`src/rtl/sp_rom_pkg.sv`:
```
// Shared constants and content function for the sp_rom lookup table.
// Latency: n/a (package).
// Backpressure: n/a (package).
package sp_rom_pkg;

    localparam int ADDR_W_DEF = 3;
    localparam int DATA_W_DEF = 8;

    // Content of word `addr` in a table of `depth` populated words: each
    // word holds its own address; anything past the populated range is zero.
    // The caller truncates or zero-extends the 32-bit result to its width.
    function automatic logic [31:0] rom_word(input logic [31:0] addr, input int unsigned depth);
        logic [31:0] val;
        val = '0;
        if (addr < depth) begin
            val = addr;
        end
        return val;
    endfunction

endpackage

```
`src/rtl/sp_rom_core.sv`:
```
// Combinational address-to-word lookup for sp_rom.
// Latency: 0 cycles (pure combinational).
// Backpressure: none; output follows addr continuously.
//   addr : word address
//   word : table content at addr (zero above DEPTH-1)
module sp_rom_core
    import sp_rom_pkg::*;
#(
    parameter int          ADDR_W = ADDR_W_DEF,
    parameter int          DATA_W = DATA_W_DEF,
    parameter int unsigned DEPTH  = 2**ADDR_W
) (
    input  logic [ADDR_W-1:0] addr,
    output logic [DATA_W-1:0] word
);

    // Widen to at least 32 bits so narrow words truncate and wide words
    // zero-extend from the same slice.
    localparam int FULL_W = (DATA_W > 32) ? DATA_W : 32;

    logic [FULL_W-1:0] full;

    always_comb begin
        full = FULL_W'(rom_word(32'(addr), DEPTH));
        word = full[DATA_W-1:0];
    end

endmodule

```
`src/rtl/sp_rom.sv`:
```
// Single-port read-only table: word k = k, registered read, enable-gated output.
// Latency: 1 cycle addr->o_dout; 0 cycles i_en->o_dout/o_valid.
// Backpressure: none; a new word is captured every edge, i_en only gates visibility.
//   i_clk   : clock, rising edge
//   i_rst   : asynchronous active-high reset
//   i_en    : output enable (combinational gate on o_dout / o_valid)
//   i_addr  : read address, sampled every rising edge
//   o_dout  : registered word, zero while disabled or in reset
//   o_valid : registered word is real (post-reset edge seen) and i_en=1
module sp_rom
    import sp_rom_pkg::*;
#(
    parameter int          ADDR_W = ADDR_W_DEF,
    parameter int          DATA_W = DATA_W_DEF,
    parameter int unsigned DEPTH  = 2**ADDR_W
) (
    input  logic              i_clk,
    input  logic              i_rst,
    input  logic              i_en,
    input  logic [ADDR_W-1:0] i_addr,
    output logic [DATA_W-1:0] o_dout,
    output logic              o_valid
);

    logic [DATA_W-1:0] rom_dat;
    logic [DATA_W-1:0] data_q;
    logic              fill_q;

    sp_rom_core #(
        .ADDR_W (ADDR_W),
        .DATA_W (DATA_W),
        .DEPTH  (DEPTH)
    ) u_core (
        .addr (i_addr),
        .word (rom_dat)
    );

    // Capture runs while disabled too, so the word for a held address is
    // already present the moment i_en rises.
    always_ff @(posedge i_clk or posedge i_rst) begin
        if (i_rst) begin
            data_q <= '0;
            fill_q <= 1'b0;
        end else begin
            data_q <= rom_dat;
            fill_q <= 1'b1;
        end
    end

    assign o_dout  = i_en ? data_q : '0;
    assign o_valid = i_en & fill_q;

endmodule

```
`config.mk`:
```
export PLATFORM = sky130hd
export DESIGN_NAME = sp_rom
export DESIGN_NICKNAME = d
export VERILOG_FILES = /design/src/rtl/sp_rom_pkg.sv /design/src/rtl/sp_rom_core.sv /design/src/rtl/sp_rom.sv
export SDC_FILE = /design/constraint.sdc
export NUM_CORES = 1
export LEC_CHECK = 0
export CORE_AREA = 4 4 41 43
export CTS_BUF_LIST = sky130_fd_sc_hd__clkbuf_4 sky130_fd_sc_hd__clkbuf_8
export DETAILED_ROUTE_END_ITERATION = 7
export DIE_AREA = 0 0 45 47
export DONT_BUFFER_PORTS = 1
export PLACE_DENSITY_LB_ADDON = 0.3
export SLEW_MARGIN = 5
export SYNTH_ARGS = -nofsm -noshare
export SYNTH_HDL_FRONTEND = slang
export SYNTH_SLANG_ARGS = --single-unit
```
`constraint.sdc`:
```
create_clock -name i_clk -period 1.9 [get_ports i_clk]
set_clock_uncertainty 0.1 [all_clocks]
set_input_delay 0.19 -clock i_clk [delete_from_list [all_inputs] [get_ports i_clk]]
set_output_delay 0.19 -clock i_clk [all_outputs]
set_load 0.005 [all_outputs]
```
==> metrics.md, run 1 <==
| Metric | Value |
|---|---|
| Die footprint | `2115 um^2` |
| CTS clk-pin slew, worst paths | `0.04 ns` |
| Top cell type's share of synthesized area | `57.55%` |
| Area contributors post-synth | `dfrtp_1 (58%), buf_4 (22%), and2_1 (14%)` |
| Pwr dens | `904.9 nW/um^2` |
| VDD IR-drop max | `313.5 uV` |
| Fmax | `0.9489 GHz` |
| Final Critical Period | `1.054 ns` |
| # DRC | `0` |
| Fin crit share | `55.47%` |
| Synth cell types | `5` |
| Post-synth top flop | `dfrtp_1` |
| Share of cells above drive strength 1 | `13.64%` |
| Initial core utilization | `13.37%` |
| GRT Util Overall | `4.596%` |
| Num rows | `13` |
| Total gr overflow | `0` |
| Vias post-DR | `112` |
| Pre-CTS WS | `1.097 ns` |
| Maximum buffer depth of the clock tree | `2` |
| M3 GR Usage | `3.065%` |
| Placed cell areas | `170.2 um^2` |
| Number of diodes | `0` |
| Int Pwr | `0.1683 mW` |
| Met2 usage | `6.780%` |
| Final hold slack | `0.1782 ns` |
| Max FO, Critical Path | `1` |
| Cell taking the most area after synthesis | `dfrtp_1` |
| First-pass GRT wire length | `558 um` |
| Async SR Flop Fraction | `100.0%` |
| Initial DRT Pass Iterations | `1` |
| Combinational Power Share | `7.3%` |
| Final net count | `30` |
| Core ar. | `1301 um^2` |
| Worst setup path class | `register to output port` |
| Crit-path slowest cell | `dfrtp_1` |
| Postcts setup bufs | `0` |
| Final hold vios | `0` |
| CP peak stage delay | `0.36 ns` |
| Met1 Use GR | `2.523%` |
| Initial antenna violation count | `0` |
| Top Ports | `15` |
| H-tree Lvls | `1` |
| Vias in the first global route | `137` |
| LEAKAGE | `0.1125 nW` |
| Design area | `232.7 um^2` |
| Worst Setup Start Kind | `register` |
| PostCTS Resize Cnt | `0` |
| Final WS setup | `0.8461 ns` |
| Largest delay share family, worst path | `flip-flops` |
| Sink Count | `4` |
| GP Congestion | `0.5910` |
| Status | `complete, no violations` |
| Bufs and invs on worst path | `0` |
| Netlist Area Pre-Place | `173.9 um^2` |
| Largest net degree at the start of global routing | `5` |
| Final setup TNS | `0 ns` |
| RSZ-0062 raised after global routing | `no` |
| Net Sw Power | `0.04228 mW` |
| Initial drt markers | `0` |
| Arrival time at the worst endpoint | `0.76 ns` |
| Commonest cells post-synth | `buf_4 (5), and2_1 (4), dfrtp_1 (4), conb_1 (2), inv_1 (1)` |
| CP required | `1.61 ns` |
| Synth-to-layout area growth | `33.81%` |
| Final setup viols | `0` |
| Mapped Avg Cell Area | `10.87 um^2` |
| Post-synthesis instance total | `16` |
| Num CTS Buffers | `3` |
| Avg Vias per Cell | `3.027` |
| Max-Cap Viols | `0` |
| Post-route ant nets | `0` |
| Max Transition Viols Final | `0` |
| Post-synth EDFFs | `0` |
| Hold Crit Class | `input port to async pin` |
| Ys Warns | `0` |
| Die H | `47 um` |
| Clk pwr share | `49.5%` |
| Port Buffers | `0` |
| Yosys reg bits | `4` |
| Final WL | `328 um` |
| Die W | `45 um` |
| Routed wire length per instance | `8.865 um` |
| CTS tree | `built` |
| Crit. End Element | `output port` |
| CP Cell Sequence | `and2_1` |
| Switching fraction of total power | `20.08%` |
| Root Driver | `clkbuf_4` |
| Sequential area share after synthesis | `57.55%` |
| Count leader, synth | `buf_4` |
| Seq pwr share | `43.2%` |
| GRT busiest layer | `met4` |
==> logic make-up (layout without fill, tap and decap cells) <==
| group | after synthesis | after routing | synth area share [%] |
|---|---|---|---|
| other | 2 | 6 | 4.318 |
| DFF | 4 | 4 | 57.56 |
| and+or+nand+nor | 4 | 4 | 14.39 |
| buffers and inverters | 6 | 8 | 23.74 |
==> per-stage QoR <==
stage | power, mW | utilization, % | instances
finish | 0.2106 | 17.88 | 37
global route | 0.2319 | 17.88 | 37
CTS | 0.2160 | 17.88 | 37
detailed placement | 0.1006 | 13.08 | 30
global placement | 0.1006 | 13.08 | 30
floorplan | 0.1066 | - | 20
==> placed cells by master (no fill, tap or decap) <==
cell,n
clkbuf_4,3
conb_1,6
dfrtp_1,4
dlygate4sd3_1,4
and2_1,4
inv_1,1
==> flip-flops by register name, summed over array words and instances (netlist names) <==
| signal | cells |
|---|---|
| fill_q | 1 |
| data_q | 3 |
==> power groups by stage <==
stage | Combinational (mW) | Sequential [mW] | Clock [mW]
2_1_floorplan | 0.0151 | 0.0915 | 0
3_3_place_gp | 0.00866 | 0.0920 | 0
3_5_place_dp | 0.00867 | 0.0919 | 0
4_1_cts | 0.0150 | 0.0908 | 0.110
5_1_grt | 0.0177 | 0.0914 | 0.123
6_report | 0.0154 | 0.0909 | 0.104
==> timing repair <==
item                       4_1_cts  5_1_grt
setup endpoints to repair        0        0
hold endpoints to repair         7        0
hold buffers                     4        0
==> final timing paths <==
check	startpoint	endpoint	slack, ns	cells after the start
worst max-delay path	data_q[0]$_DFF_PP0_	o_dout[0]	0.85	1
worst min-delay path	i_rst	fill_q$_DFF_PP0_	0.18	2
max in group asynchronous	i_rst	data_q[0]$_DFF_PP0_	1.38	2
min in group i_clk	i_en	o_valid	0.40	1
==> per-layer routing <==
layer / share of wire [%] / vias up
met2: 48 / 17
li1: - / 46
met4: 4.3 / 0
met1: 27 / 47
met5: 0 / -
met3: 20 / 2
==> cell type report <==
| type | count | area, um^2 |
|---|---|---|
| fillers | 142 | 1069 |
| flip-flops and latches | 4 | 100.1 |
| multi-input cells | 10 | 47.55 |
| repair buffers | 4 | 40.04 |
| clock buffers | 3 | 22.52 |
| well taps | 15 | 18.77 |
| inverters | 1 | 3.754 |
Note: power is estimated with default switching activity, not from simulation.
==> run 2, diff against run 1 <==
==> constraint.sdc (replaced) <==
create_clock -name i_clk -period 1.06 [get_ports i_clk]
set_clock_uncertainty 0.1 [all_clocks]
set_input_delay 0.106 -clock i_clk [delete_from_list [all_inputs] [get_ports i_clk]]
set_output_delay 0.106 -clock i_clk [all_outputs]
set_load 0.005 [all_outputs]
==> metrics.md, run 2 (same netlist as run 1, synthesis figures left out) <==
| Metric | Value |
|---|---|
| First-pass GRT wire length | `489 um (was 558 um)` |
| Post-route ant nets | `0 (unchanged)` |
| Multi-input gate area | `47.55 um^2 (unchanged)` |
| CP Cell Sequence | `and2_1 (unchanged)` |
| Largest delay share family, worst path | `flip-flops (unchanged)` |
| Final hold vios | `0 (unchanged)` |
| Die H | `47 um (unchanged)` |
| Maximum buffer depth of the clock tree | `2 (unchanged)` |
| Pwr dens | `1611 nW/um^2 (was 904.9 nW/um^2)` |
| GRT Util Overall | `4.203% (was 4.596%)` |
| Max FO, Critical Path | `1 (unchanged)` |
| Crit. End Element | `output port (unchanged)` |
| Die W | `45 um (unchanged)` |
| Synth-to-layout area growth | `33.81% (unchanged)` |
| Initial drt markers | `0 (unchanged)` |
| Fmax | `1.040 GHz` |
| Initial DRT Pass Iterations | `1 (unchanged)` |
| Vias in the first global route | `126 (was 137)` |
| Fin crit share | `90.74%` |
| Combinational Power Share | `7.2% (was 7.3%)` |
| Initial antenna violation count | `0 (unchanged)` |
| Num rows | `13 (unchanged)` |
| CP peak stage delay | `0.36 ns (about the same)` |
| Max Transition Viols Final | `0 (unchanged)` |
| Avg Vias per Cell | `3.054 (was 3.027)` |
| Initial core utilization | `13.37% (unchanged)` |
| Most common cell after layout, fill and taps aside | `conb_1 (unchanged)` |
| Final WL | `320 um (was 328 um)` |
| Sequential cell area | `100.1 um^2 (unchanged)` |
| GP Congestion | `0.5946 (was 0.5910)` |
| Reg with most FFs | `data_q (unchanged)` |
| Largest net degree at the start of global routing | `5 (unchanged)` |
| Crit-path slowest cell | `dfrtp_1 (unchanged)` |
| # DRC | `0 (unchanged)` |
| Seq pwr share | `43.6% (was 43.2%)` |
| VDD IR-drop max | `467.9 uV (was 313.5 uV)` |
| Number of diodes | `0 (unchanged)` |
| Worst setup path class | `register to output port (unchanged)` |
| Total gr overflow | `0 (unchanged)` |
| Max FFs per register | `3 (unchanged)` |
| Routed wire length per instance | `8.649 um (was 8.865 um)` |
| RSZ-0062 raised after global routing | `no (unchanged)` |
| Final setup viols | `0 (unchanged)` |
| H-tree Lvls | `1 (unchanged)` |
| CTS clk-pin slew, worst paths | `0.04 ns (about the same)` |
| Fillers | `147 (was 142)` |
| Commonest cells after routing, fill and taps aside | `conb_1 (6), and2_1 (4), dfrtp_1 (4), dlygate4sd3_1 (4), clkbuf_4 (3) (unchanged)` |
| Max-Cap Viols | `0 (unchanged)` |
| Arrival time at the worst endpoint | `0.76 ns (about the same)` |
| Share of cells above drive strength 1 | `13.64% (unchanged)` |
| Num CTS Buffers | `3 (unchanged)` |
| Core ar. | `1301 um^2 (unchanged)` |
| Final setup TNS | `0 ns (unchanged)` |
| Status | `complete, no violations (unchanged)` |
| Clk pwr share | `49.2% (was 49.5%)` |
| Hold Crit Class | `input port to async pin (unchanged)` |
| Final Critical Period | `0.9618 ns` |
| Sink Count | `4 (unchanged)` |
| Switching fraction of total power | `19.57% (was 20.08%)` |
| CP required | `0.85 ns (was 1.61 ns)` |
| Bufs and invs on worst path | `0 (unchanged)` |
| Worst Setup Start Kind | `register (unchanged)` |
| Top Ports | `15 (unchanged)` |
| Port Buffers | `0 (unchanged)` |
| Int Pwr | `0.3016 mW (was 0.1683 mW)` |
| Root Driver | `clkbuf_4 (unchanged)` |
| Net Sw Power | `0.07338 mW (was 0.04228 mW)` |
| Total design power | `0.3750 mW (was 0.2106 mW)` |
| Vias post-DR | `113 (was 112)` |
| Top Registers | `data_q x3, fill_q x1 (unchanged)` |
| LEAKAGE | `0.1125 nW (unchanged)` |
| CTS tree | `built (unchanged)` |
| Final net count | `30 (unchanged)` |
| Postcts setup bufs | `0 (unchanged)` |
| Die footprint | `2115 um^2 (unchanged)` |
## run 2: per-layer routing
layer	track usage (%)	wire length (um)	up-vias
met5	0	0	-
met4	7.018	17	0
met3	2.299	54	2
met2	6.780	157	17
met1	2.529	90	48
li1	-	-	46
## run 2: what timing repair did
action                    4_1_cts  5_1_grt
hold endpoints to repair        7        0
gates resized for setup         0        0
hold buffers                    4        0
## run 2: cell type report
| type | count | area share (%) |
|---|---|---|
| sequential | 4 | 43.01 |
| multi-input combinational | 10 | 20.43 |
| timing repair buffer | 4 | 17.20 |
| clock buffer | 3 | 9.677 |
| tap | 15 | 8.065 |
| inverter | 1 | 1.613 |
## run 2: through the flow
step                cell area [um^2]  hold WS [ns]  setup WS, ns  instances  util (%)
global placement               170.2       -0.2199        0.3443         30     13.08
floorplan                      188.9       -0.2279        0.3724         20         -
finish                         232.7       0.09775       0.09816         37     17.88
global route                   232.7        0.1123       0.06072         37     17.88
detailed placement             170.2       -0.2170        0.3386         30     13.08
CTS                            232.7       0.08059       0.08455         37     17.88
## run 2: power groups by stage
stage,Clock [mW],Sequential (mW),Combinational [mW]
2_1_floorplan,0,0.164,0.0270
3_3_place_gp,0,0.165,0.0156
3_5_place_dp,0,0.166,0.0149
4_1_cts,0.195,0.164,0.0261
5_1_grt,0.210,0.165,0.0308
6_report,0.184,0.164,0.0270
## run 2: worst paths after layout
check | from | endpoint | slack (ns) | depth (start not counted)
max | fill_q$_DFF_PP0_ | o_valid | 0.1 | 1
max in group asynchronous | i_rst | data_q[0]$_DFF_PP0_ | 0.62 | 2
min in group i_clk | i_en | o_dout[0] | 0.23 | 1
min | i_rst | data_q[1]$_DFF_PP0_ | 0.1 | 2
==> run 3, diff against run 2 <==
--- a/config.mk
+++ b/config.mk
@@ -7,9 +7,11 @@
 export LEC_CHECK = 0
 export CORE_AREA = 4 4 41 43
 export CTS_BUF_LIST = sky130_fd_sc_hd__clkbuf_4 sky130_fd_sc_hd__clkbuf_8
+export CTS_CLUSTER_DIAMETER = 200
 export DETAILED_ROUTE_END_ITERATION = 7
 export DIE_AREA = 0 0 45 47
 export DONT_BUFFER_PORTS = 1
+export GPL_TIMING_DRIVEN = 0
 export PLACE_DENSITY_LB_ADDON = 0.3
 export SLEW_MARGIN = 5
 export SYNTH_ARGS = -nofsm -noshare
==> metrics.md, run 3 (same netlist as run 1, synthesis figures left out) <==
| Metric | Value |
|---|---|
| Status | `complete, no violations (unchanged)` |
| Initial drt markers | `0 (unchanged)` |
| Hold Buf Count CTS | `4 (unchanged)` |
| Final net count | `35 (was 30)` |
| Top Registers | `data_q x3, fill_q x1 (unchanged)` |
| Initial antenna violation count | `0 (unchanged)` |
| Pre-CTS WS | `0.3454 ns (was 0.3386 ns)` |
| Core ar. | `1301 um^2 (unchanged)` |
| Maximum buffer depth of the clock tree | `2 (unchanged)` |
| Int Pwr | `0.3129 mW (was 0.3016 mW)` |
| Initial core utilization | `13.37% (unchanged)` |
| Max FO, Critical Path | `1 (unchanged)` |
| Crit-path slowest cell | `dfrtp_1 (unchanged)` |
| CP Cell Sequence | `and2_1 (unchanged)` |
| Bufs and invs on worst path | `0 (unchanged)` |
| Num rows | `13 (unchanged)` |
| Commonest cells after routing, fill and taps aside | `conb_1 (6), buf_4 (5), and2_1 (4), dfrtp_1 (4), dlygate4sd3_1 (4) (was conb_1 (6), and2_1 (4), dfrtp_1 (4), dlygate4sd3_1 (4), clkbuf_4 (3))` |
| Fin crit share | `90.22% (was 90.74%)` |
| Arrival time at the worst endpoint | `0.75 ns (was 0.76 ns)` |
| Most common cell after layout, fill and taps aside | `conb_1 (unchanged)` |
| Max Transition Viols Final | `0 (unchanged)` |
| Synth-to-layout area growth | `55.40% (was 33.81%)` |
| Worst setup path class | `register to output port (unchanged)` |
| Top Ports | `15 (unchanged)` |
| Crit. End Element | `output port (unchanged)` |
| Die W | `45 um (unchanged)` |
| Initial DRT Pass Iterations | `1 (unchanged)` |
| Num CTS Buffers | `3 (unchanged)` |
| Final hold vios | `0 (unchanged)` |
| CP required | `0.85 ns (about the same)` |
| VDD IR-drop max | `610.9 uV (was 467.9 uV)` |
| Die H | `47 um (unchanged)` |
| Largest net degree at the start of global routing | `5 (unchanged)` |
| Routed wire length per instance | `8.238 um (was 8.649 um)` |
| Vias in the first global route | `156 (was 126)` |
| Number of diodes | `0 (unchanged)` |
| H-tree Lvls | `1 (unchanged)` |
| Net Sw Power | `0.07193 mW (was 0.07338 mW)` |
| Final WS setup | `0.1036 ns (was 0.09816 ns)` |
| Max-Cap Viols | `0 (unchanged)` |
| Final Critical Period | `0.9564 ns (was 0.9618 ns)` |
| Clk pwr share | `46.8% (was 49.2%)` |
| Share of cells above drive strength 1 | `29.63% (was 13.64%)` |
| Sink Count | `4 (unchanged)` |
| Hold Crit Class | `input port to async pin (unchanged)` |
| Die footprint | `2115 um^2 (unchanged)` |
| First-pass GRT wire length | `586 um (was 489 um)` |
| LEAKAGE | `0.1398 nW (was 0.1125 nW)` |
| Max FFs per register | `3 (unchanged)` |
| Worst Setup Start Kind | `register (unchanged)` |
| Port Buffers | `0 (unchanged)` |
| CTS tree | `built (unchanged)` |
| Fillers | `144 (was 147)` |
| GRT Util Overall | `4.600% (was 4.203%)` |
| Root Driver | `clkbuf_4 (unchanged)` |
| Postcts setup bufs | `0 (unchanged)` |
| RSZ-0062 raised after global routing | `no (unchanged)` |
| Fmax | `1.046 GHz (was 1.040 GHz)` |
| Post-route ant nets | `0 (unchanged)` |
| Total design power | `0.3848 mW (was 0.3750 mW)` |
| Seq pwr share | `42.4% (was 43.6%)` |
| PostCTS Resize Cnt | `0 (unchanged)` |
| GP Congestion | `0.6038 (was 0.5946)` |
| Largest delay share family, worst path | `flip-flops (unchanged)` |
| Switching fraction of total power | `18.69% (was 19.57%)` |
| Total gr overflow | `0 (unchanged)` |
| Reg with most FFs | `data_q (unchanged)` |
| Pwr dens | `1424 nW/um^2 (was 1611 nW/um^2)` |
| Final setup TNS | `0 ns (unchanged)` |
| Final setup viols | `0 (unchanged)` |
| Avg Vias per Cell | `2.952 (was 3.054)` |
| CTS clk-pin slew, worst paths | `0.03 ns (was 0.04 ns)` |
| # DRC | `0 (unchanged)` |
| Final WL | `346 um (was 320 um)` |
| Combinational Power Share | `10.8% (was 7.2%)` |
| Vias post-DR | `124 (was 113)` |
| CP peak stage delay | `0.35 ns (was 0.36 ns)` |
==> run 3: area by class of cell <==
cell class | instances | area, um^2 | area share (%)
sequential | 4 | 100.1 | 37.04
multi-input combinational | 10 | 47.55 | 17.59
timing repair buffer | 4 | 40.04 | 14.81
buffer | 5 | 37.54 | 13.89
clock buffer | 3 | 22.52 | 8.333
tap | 15 | 18.77 | 6.944
inverter | 1 | 3.754 | 1.389
==> run 3: worst max-delay path by stage <==
stage | end | slack [ns] | cells after the start | start
after global routing | o_dout[0] | 0.07 | 1 | data_q[0]$_DFF_PP0_
after detailed placement | o_dout[0] | 0.35 | 1 | data_q[0]$_DFF_PP0_
after CTS | o_dout[0] | 0.09 | 1 | data_q[0]$_DFF_PP0_
after global placement | o_dout[0] | 0.35 | 1 | data_q[0]$_DFF_PP0_
final | o_dout[1] | 0.10 | 1 | data_q[1]$_DFF_PP0_
after floorplan | o_dout[0] | 0.37 | 1 | data_q[0]$_DFF_PP0_
==> run 3: power by group through the flow <==
stage          Combinational, mW  Clock [mW]  Sequential, mW
2_1_floorplan             0.0270           0           0.164
3_3_place_gp              0.0287           0           0.165
3_5_place_dp              0.0288           0           0.165
4_1_cts                   0.0404       0.191           0.163
5_1_grt                   0.0476       0.204           0.164
6_report                  0.0416       0.180           0.163
==> run 3: metal layers <==
metal / share of wire (%) / up-vias / global-route usage, % / wire [um]
met5: 0 / - / 0 / 0
met4: 0 / 0 / 7.018 / 0
met3: 31 / 0 / 5.364 / 108
met2: 48 / 17 / 6.497 / 167
met1: 20 / 51 / 2.069 / 70
li1: - / 56 / - / -
==> run 3: per-stage QoR <==
step	hold slack, ns	util, %	std cells	cell area (um^2)
global placement	-0.2224	15.96	35	207.7
detailed placement	-0.2148	15.96	35	207.7
finish	0.1134	20.77	42	270.3
CTS	0.09277	20.77	42	270.3
global route	0.1209	20.77	42	270.3
floorplan	-0.2279	-	20	188.9
